<file path="src/rtl/ex_mem_stage.sv">
// EX/MEM pipeline register: entry capture with valid/ready handshake, branch resolution,
// overflow trap. Define MISALIGN_CHECK_EN to also trap misaligned loads/stores.
module ex_mem_stage #(
    parameter int          DATA_W = 32,
    parameter int          REG_AW = 5,
    parameter logic [4:0]  EXC_OV = 5'd12
) (
    input  logic              clk,
    input  logic              rst_n,
    input  logic              in_valid,
    output logic              in_ready,
    input  logic [DATA_W-1:0] in_pc,
    input  logic [DATA_W-1:0] in_alu_out,
    input  logic              in_zero,
    input  logic              in_great,
    input  logic              in_overflow,
    input  logic              in_trap_en,
    input  logic [DATA_W-1:0] in_store_data,
    input  logic [REG_AW-1:0] in_wreg,
    input  logic              in_reg_we,
    input  logic              in_mem_re,
    input  logic              in_mem_we,
    input  logic [1:0]        in_mem_size,
    input  logic [2:0]        in_br_type,
    input  logic [DATA_W-1:0] in_br_target,
    input  logic              flush,
    output logic              out_valid,
    input  logic              out_ready,
    output logic [DATA_W-1:0] out_pc,
    output logic [DATA_W-1:0] out_alu_out,
    output logic [DATA_W-1:0] out_store_data,
    output logic [REG_AW-1:0] out_wreg,
    output logic              out_reg_we,
    output logic              out_mem_re,
    output logic              out_mem_we,
    output logic [1:0]        out_mem_size,
    output logic              br_taken,
    output logic [DATA_W-1:0] br_target,
    output logic              exc_valid,
    output logic [DATA_W-1:0] exc_epc,
    output logic [4:0]        exc_code
);

    typedef enum logic {S_RUN = 1'b0, S_TRAP = 1'b1} state_t;

    state_t r_state;
    state_t w_state_nxt;

    logic              r_valid;
    logic [DATA_W-1:0] r_pc;
    logic [DATA_W-1:0] r_alu_out;
    logic [DATA_W-1:0] r_store_data;
    logic [REG_AW-1:0] r_wreg;
    logic              r_reg_we;
    logic              r_mem_re;
    logic              r_mem_we;
    logic [1:0]        r_mem_size;
    logic              r_br_taken;
    logic [DATA_W-1:0] r_br_target;
    logic              r_exc_valid;
    logic [DATA_W-1:0] r_exc_epc;
    logic [4:0]        r_exc_code;

    logic       w_ready;
    logic       w_accept;
    logic       w_ovf_trap;
    logic       w_misalign;
    logic       w_exc;
    logic [4:0] w_exc_code;

    // Types 5-7 are reserved and resolve as not-taken.
    function automatic logic br_cond(input logic [2:0] typ, input logic zero, input logic great);
        case (typ)
            3'd1:    br_cond = zero;
            3'd2:    br_cond = !zero;
            3'd3:    br_cond = great;
            3'd4:    br_cond = !great;
            default: br_cond = 1'b0;
        endcase
    endfunction

    assign w_accept   = in_valid && w_ready && !flush;
    assign w_ovf_trap = in_overflow && in_trap_en;

`ifdef MISALIGN_CHECK_EN
    localparam logic [4:0] EXC_ADEL = 5'd4;
    localparam logic [4:0] EXC_ADES = 5'd5;

    assign w_misalign = (in_mem_re || in_mem_we) &&
                        (((in_mem_size == 2'd1) && in_alu_out[0]) ||
                         ((in_mem_size == 2'd2) && (in_alu_out[1:0] != 2'b00)));
    assign w_exc_code = w_ovf_trap ? EXC_OV : (in_mem_re ? EXC_ADEL : EXC_ADES);
`else
    assign w_misalign = 1'b0;
    assign w_exc_code = EXC_OV;
`endif

    assign w_exc = w_accept && (w_ovf_trap || w_misalign);

    always_ff @(posedge clk or negedge rst_n) begin
        if (!rst_n) r_state <= S_RUN;
        else        r_state <= w_state_nxt;
    end

    always_comb begin
        w_state_nxt = r_state;
        if (flush)      w_state_nxt = S_RUN;
        else if (w_exc) w_state_nxt = S_TRAP;
    end

    always_comb begin
        w_ready = (r_state == S_RUN) && (!r_valid || out_ready);
    end

    // Entry register; flush wins over accept and stall.
    always_ff @(posedge clk or negedge rst_n) begin
        if (!rst_n) begin
            r_valid      <= 1'b0;
            r_pc         <= '0;
            r_alu_out    <= '0;
            r_store_data <= '0;
            r_wreg       <= '0;
            r_reg_we     <= 1'b0;
            r_mem_re     <= 1'b0;
            r_mem_we     <= 1'b0;
            r_mem_size   <= 2'd0;
        end else if (flush) begin
            r_valid <= 1'b0;
        end else if (w_accept) begin
            r_valid      <= 1'b1;
            r_pc         <= in_pc;
            r_alu_out    <= in_alu_out;
            r_store_data <= in_store_data;
            r_wreg       <= in_wreg;
            r_reg_we     <= in_reg_we && !w_exc;
            r_mem_re     <= in_mem_re && !w_exc;
            r_mem_we     <= in_mem_we && !w_exc;
            r_mem_size   <= in_mem_size;
        end else if (out_ready) begin
            r_valid <= 1'b0;
        end
    end

    always_ff @(posedge clk or negedge rst_n) begin
        if (!rst_n) begin
            r_br_taken  <= 1'b0;
            r_br_target <= '0;
            r_exc_valid <= 1'b0;
            r_exc_epc   <= '0;
            r_exc_code  <= 5'd0;
        end else begin
            r_br_taken  <= w_accept && !w_exc && br_cond(in_br_type, in_zero, in_great);
            r_exc_valid <= w_exc;
            if (w_accept) r_br_target <= in_br_target;
            if (w_exc) begin
                r_exc_epc  <= in_pc;
                r_exc_code <= w_exc_code;
            end
        end
    end

    assign in_ready       = w_ready;
    assign out_valid      = r_valid;
    assign out_pc         = r_pc;
    assign out_alu_out    = r_alu_out;
    assign out_store_data = r_store_data;
    assign out_wreg       = r_wreg;
    assign out_reg_we     = r_reg_we;
    assign out_mem_re     = r_mem_re;
    assign out_mem_we     = r_mem_we;
    assign out_mem_size   = r_mem_size;
    assign br_taken       = r_br_taken;
    assign br_target      = r_br_target;
    assign exc_valid      = r_exc_valid;
    assign exc_epc        = r_exc_epc;
    assign exc_code       = r_exc_code;

endmodule

</file>
<file path="config.mk">
export PLATFORM = sky130hd
export DESIGN_NAME = ex_mem_stage
export DESIGN_NICKNAME = d
export VERILOG_FILES = /design/src/rtl/ex_mem_stage.sv
export SDC_FILE = /design/constraint.sdc
export NUM_CORES = 1
export LEC_CHECK = 0
export CAP_MARGIN = 25
export CORE_AREA = 5 5 130 132
export CTS_CLUSTER_DIAMETER = 200
export DETAILED_ROUTE_END_ITERATION = 10
export DIE_AREA = 0 0 135 137
export GPL_TIMING_DRIVEN = 0
export PLACE_DENSITY = 0.83
export SETUP_SLACK_MARGIN = 0.02
export SLEW_MARGIN = 10
export SYNTH_ARGS = -nofsm -noshare
export SYNTH_HDL_FRONTEND = slang
export SYNTH_SLANG_ARGS = --single-unit
</file>
<file path="constraint.sdc">
create_clock -name clk -period 2.84 [get_ports clk]
set_clock_uncertainty 0.1 [all_clocks]
set_input_delay 0.568 -clock clk [delete_from_list [all_inputs] [get_ports clk]]
set_output_delay 0.568 -clock clk [all_outputs]
set_load 0.01 [all_outputs]
</file>
# Word-level counts from Yosys, hierarchy flattened
# Cells that the tools add are included.
# word_totals
elab_cells	46
reg_bits	175
output_inout_bits	179
in_bits	150
# classes
n_reduce_logical	19
bitwise	2
n_eq_ne	4
muxes	6
# op_table
operator	count
$logic_and A1 B1 Y1	10
$eq A3 B2 Y1 const B	2
$logic_not A1 Y1	5
$mux W1	5
$pmux W1 S4	1
$eq A3 B1 Y1 const B	1
$eq A3 B3 Y1 const B	1
$reduce_bool A3 Y1	1
$not A1 Y1	2
$reduce_and A2 Y1	1
$reduce_bool A2 Y1	1
$logic_or A1 B1 Y1	1

# Longest topological paths before layout
# logic_depth
ltp_word	9
ltp_mapped	5
mapped_depth_nobuf	3

# Least setup slack after synthesis
# Ideal clock, no wire load.
# synth_timing
path_type	input to register
from	input in_overflow
to	register r_exc_epc[10], in the netlist exc_epc[10]
slack_ps	936
setup_time_ps	125
t_arrival_ps	1679
required_time_ps	2615
path_stages	4
n_path_buf	1
path_cell_list	nand2_1 -> nor4_4 -> buf_6 -> mux2_2
# synth_between
elab_chain_len	2
# synth_rtl
item	line_no	rtl
start, declared	16	input logic in_overflow,
$logic_and A1 B1 Y1	83	assign w_ovf_trap = in_overflow && in_trap_en;
$logic_and A1 B1 Y1	98	assign w_exc = w_accept && (w_ovf_trap || w_misalign);
end signal, assigned	156	r_exc_epc <= in_pc;
end, declared	61	logic [DATA_W-1:0] r_exc_epc;
# Every way passes these cells.
# A chain may end at the register's enable or synchronous reset.

# Worst setup path in the final report
# layout_timing
from	input out_ready
to	output in_ready
# layout_between
elab_chain_len	2
# layout_rtl
item	line_no	rtl
start, declared	28	input logic out_ready,
$logic_or A1 B1 Y1	112	w_ready = (r_state == S_RUN) && (!r_valid || out_ready);
$logic_and A1 B1 Y1	112	
end, declared	11	output logic in_ready,
# Every way passes these cells.

==> metrics.log <==
INFO  metric gp_routability_congestion = 0.7628
INFO  metric timing.critical_path.buf_inv = 2
INFO  metric die_height = 137 um
INFO  metric ff_latch_area = 4379 sq um
INFO  metric core_area = 15600 sq um
INFO  metric placement_rows = 46
INFO  metric layout_cells_sized_above_1 = 29.55%
INFO  metric worst_skew_pair.late_latency = 410 ps
INFO  metric synth-seq-area-share = 66.24%
INFO  metric dieWidth = 135 um
INFO  metric cp_slowest_cell = clkdlybuf4s50_1
INFO  metric outcome = finished clean
INFO  metric post_cts_resized = 0
INFO  metric worst-setup-path-type = input port to primary output
INFO  metric worstSetupStartpointType = input port
INFO  metric fmax = 400.5 MHz
INFO  metric number_of_cts_inserted_buffers = 17
INFO  metric ys_seq_elements = 175
INFO  metric worst_ep_required_time = 2170 ps
INFO  metric cts_setup_buffers = 0
INFO  metric postLayoutCellArea = 10800 sq um
INFO  metric dp_hpwl = 14.43 mm
INFO  metric max_stage_delay = 580 ps
INFO  metric cts_tree = built
INFO  metric global_route.overflow_total = 0
INFO  metric hold_path_class = input port to asynchronous set/reset pin
INFO  metric total_design_power = 8.101 mW
INFO  metric clk_pin_slew_worst_paths = 60 ps
INFO  metric yosysWarnings = 0
INFO  metric final_hold_viol_count = 0
INFO  metric synth_area_per_cell = 17.00 sq um
INFO  metric drt-vias-per-instance = 4.729
INFO  metric maxCapViolations = 0
INFO  metric grt_first_pass_wirelength = 29.03 mm
INFO  metric die_outline_area = 18500 sq um
INFO  metric cp.arrival = 1830 ps
INFO  metric clockBufferDepth = 2
INFO  metric worst_slew_margin_relative_to_its_limit = 55.54%
INFO  metric worst_pin_slew = 661.9 ps
INFO  metric routed_wl = 18.64 mm
INFO  metric first_global_vias = 5282
INFO  metric fin_hold_ws = 51.95 ps
INFO  metric final_slew_violations = 0
INFO  metric io_pins = 329
INFO  metric layout-area-overhead-vs-synth = 63.30%
INFO  metric detail-route-antenna-nets = 0
INFO  metric highest_count_cells_in_the_layout_ignoring_fill_and_taps = 324 x clkdlybuf4s50_1, 175 x dfrtp_1, 165 x mux2_2, 17 x clkbuf_16, 15 x buf_4
INFO  metric number_of_design_rule_violations_left_by_the_first_detailed_router_iteration = 119
INFO  metric mapped_area = 6611 sq um
INFO  metric grt_antenna_before_repair = 0
INFO  metric net_count_of_the_finished_layout = 886
INFO  metric diodes_inserted = 0
INFO  metric grt_setup_unrepaired = false
INFO  metric vias = 4559
INFO  metric drt_first_pass_iters = 5
INFO  metric routed_wire_length_per_instance = 19.34 um
INFO  metric p_per_area = 750.3 nW/um^2
INFO  metric power.static_leakage = 4.501 nW
INFO  metric crit_path_end_kind = primary output
INFO  metric root_buffer = clkbuf_16
INFO  metric finalSetupViolCount = 0
INFO  metric crit_path_cell_trace = clkdlybuf4s50_1, nor2b_4, nor2_1, clkdlybuf4s50_1
INFO  metric port_buffers = 325
INFO  metric path_delay_family = buffers and inverters
INFO  metric yosysUniqueCellTypes = 20
INFO  metric initial_core_utilization = 42.39%
INFO  metric globalRouteTotalUtil = 20.47%
INFO  metric reg2reg_setup_slack = 890 ps
INFO  metric h-tree-depth = 4
INFO  metric combined_area_of_the_multi_input_logic_cells = 2058 sq um
INFO  metric min_period = 2497 ps
INFO  metric grt_max_degree = 90
INFO  metric mostFrequentLayoutCell = clkdlybuf4s50_1
INFO  metric syn_inst = 389
INFO  metric cts_hold_repair.buffers = 0
INFO  metric post-route-period-util = 87.92%
INFO  metric critical_path.max_fanout = 4
INFO  metric placed_cell_area = 10170 sq um
INFO  metric fill_cells = 1086
INFO  metric worst_path_most_repeated_cell = clkdlybuf4s50_1
INFO  metric drt_drc_violations_left = 0
INFO  metric clock_sinks = 175
INFO  metric peakVddDrop = 0.4005 mV
## report_power, final
part / total [mW] / internal [mW] / switching (mW)
logic: 2.36 / 1.51 / 0.855
clock network: 2.43 / 1.52 / 0.913
registers: 3.31 / 3.03 / 0.282
## registers in the layout (all words and copies together), names as in the netlist
signal and count:
exc_epc 32, out_store_data 32, out_wreg 5, out_reg_we 1, out_mem_size 2, out_pc 32
br_target 32, r_state 1, out_valid 1, out_alu_out 32, exc_valid 1, exc_code 1
out_mem_we 1, out_mem_re 1, br_taken 1
## final cells by class
cell class / instances / area share [%]
buffer: 22 / 1.541
sequential: 175 / 40.56
tap: 216 / 2.503
inverter: 4 / 0.1391
clock buffer: 22 / 4.299
multi-input combinational: 190 / 19.06
clock inverter: 9 / 1.460
timing repair buffer: 326 / 30.43
## path summary, 6_finish.rpt
kind	from	end	cells after the start
worst min register to register	exc_epc[9]$_DFFE_PN0P_	exc_epc[9]$_DFFE_PN0P_	1
worst max-delay path	out_ready	in_ready	4
worst min-delay path	rst_n	out_store_data[29]$_DFFE_PN0P_	1
max in group asynchronous	rst_n	br_target[30]$_DFFE_PN0P_	2
min in group clk	exc_epc[9]$_DFFE_PN0P_	exc_epc[9]$_DFFE_PN0P_	1
worst max register to register	out_valid$_DFFE_PN0P_	exc_epc[5]$_DFFE_PN0P_	4
## stage by stage
step                      setup TNS [ps]  worst slack [ps]  std cells  utilization (%)
after floorplan                        0             936.4        391                -
after global routing                   0             271.6        964            69.22
after detailed placement               0             177.4        933            65.23
after global placement           -973380             -5574        932            65.02
after CTS                              0             344.7        964            69.22
final                                  0             343.1        964            69.22
## logic make-up (layout without fill, tap and decap cells)
family | count (synthesis) | after routing | synth area share [%]
AO/OA/AOI/OAI | 3 | 3 | 0.3784
buffers and inverters | 26 | 383 | 2.744
flip-flops | 175 | 175 | 66.24
multiplexers | 171 | 171 | 29.05
other | 1 | 3 | 0.05672
AND/OR/NAND/NOR | 13 | 13 | 1.533
## metal layers
layer	vias to the layer above	track usage, %	wire, um
li1	2065	-	-
met1	2248	22.25	6614
met2	207	36.05	9825
met3	39	7.243	1617
met4	0	9.239	586
met5	-	0	0
## Yosys cell counts
library cell / n / share of area, %
mux2_1: 2 / 0.34
or2_2: 1 / 0.095
buf_2: 4 / 0.30
nand2b_1: 1 / 0.095
conb_1: 1 / 0.057
inv_1: 4 / 0.23
mux2_2: 165 / 28
a21o_1: 2 / 0.23
nor3_2: 1 / 0.15
nor2b_4: 1 / 0.21
mux2i_1: 4 / 0.61
nand2_1: 4 / 0.23
nor3b_1: 1 / 0.11
nor4b_1: 2 / 0.26
nor2_1: 1 / 0.057
o311a_1: 1 / 0.15
dfrtp_1: 175 / 66
buf_4: 15 / 1.7
nor4_4: 1 / 0.32
buf_6: 3 / 0.51
Power figures use the tool's default switching activity.
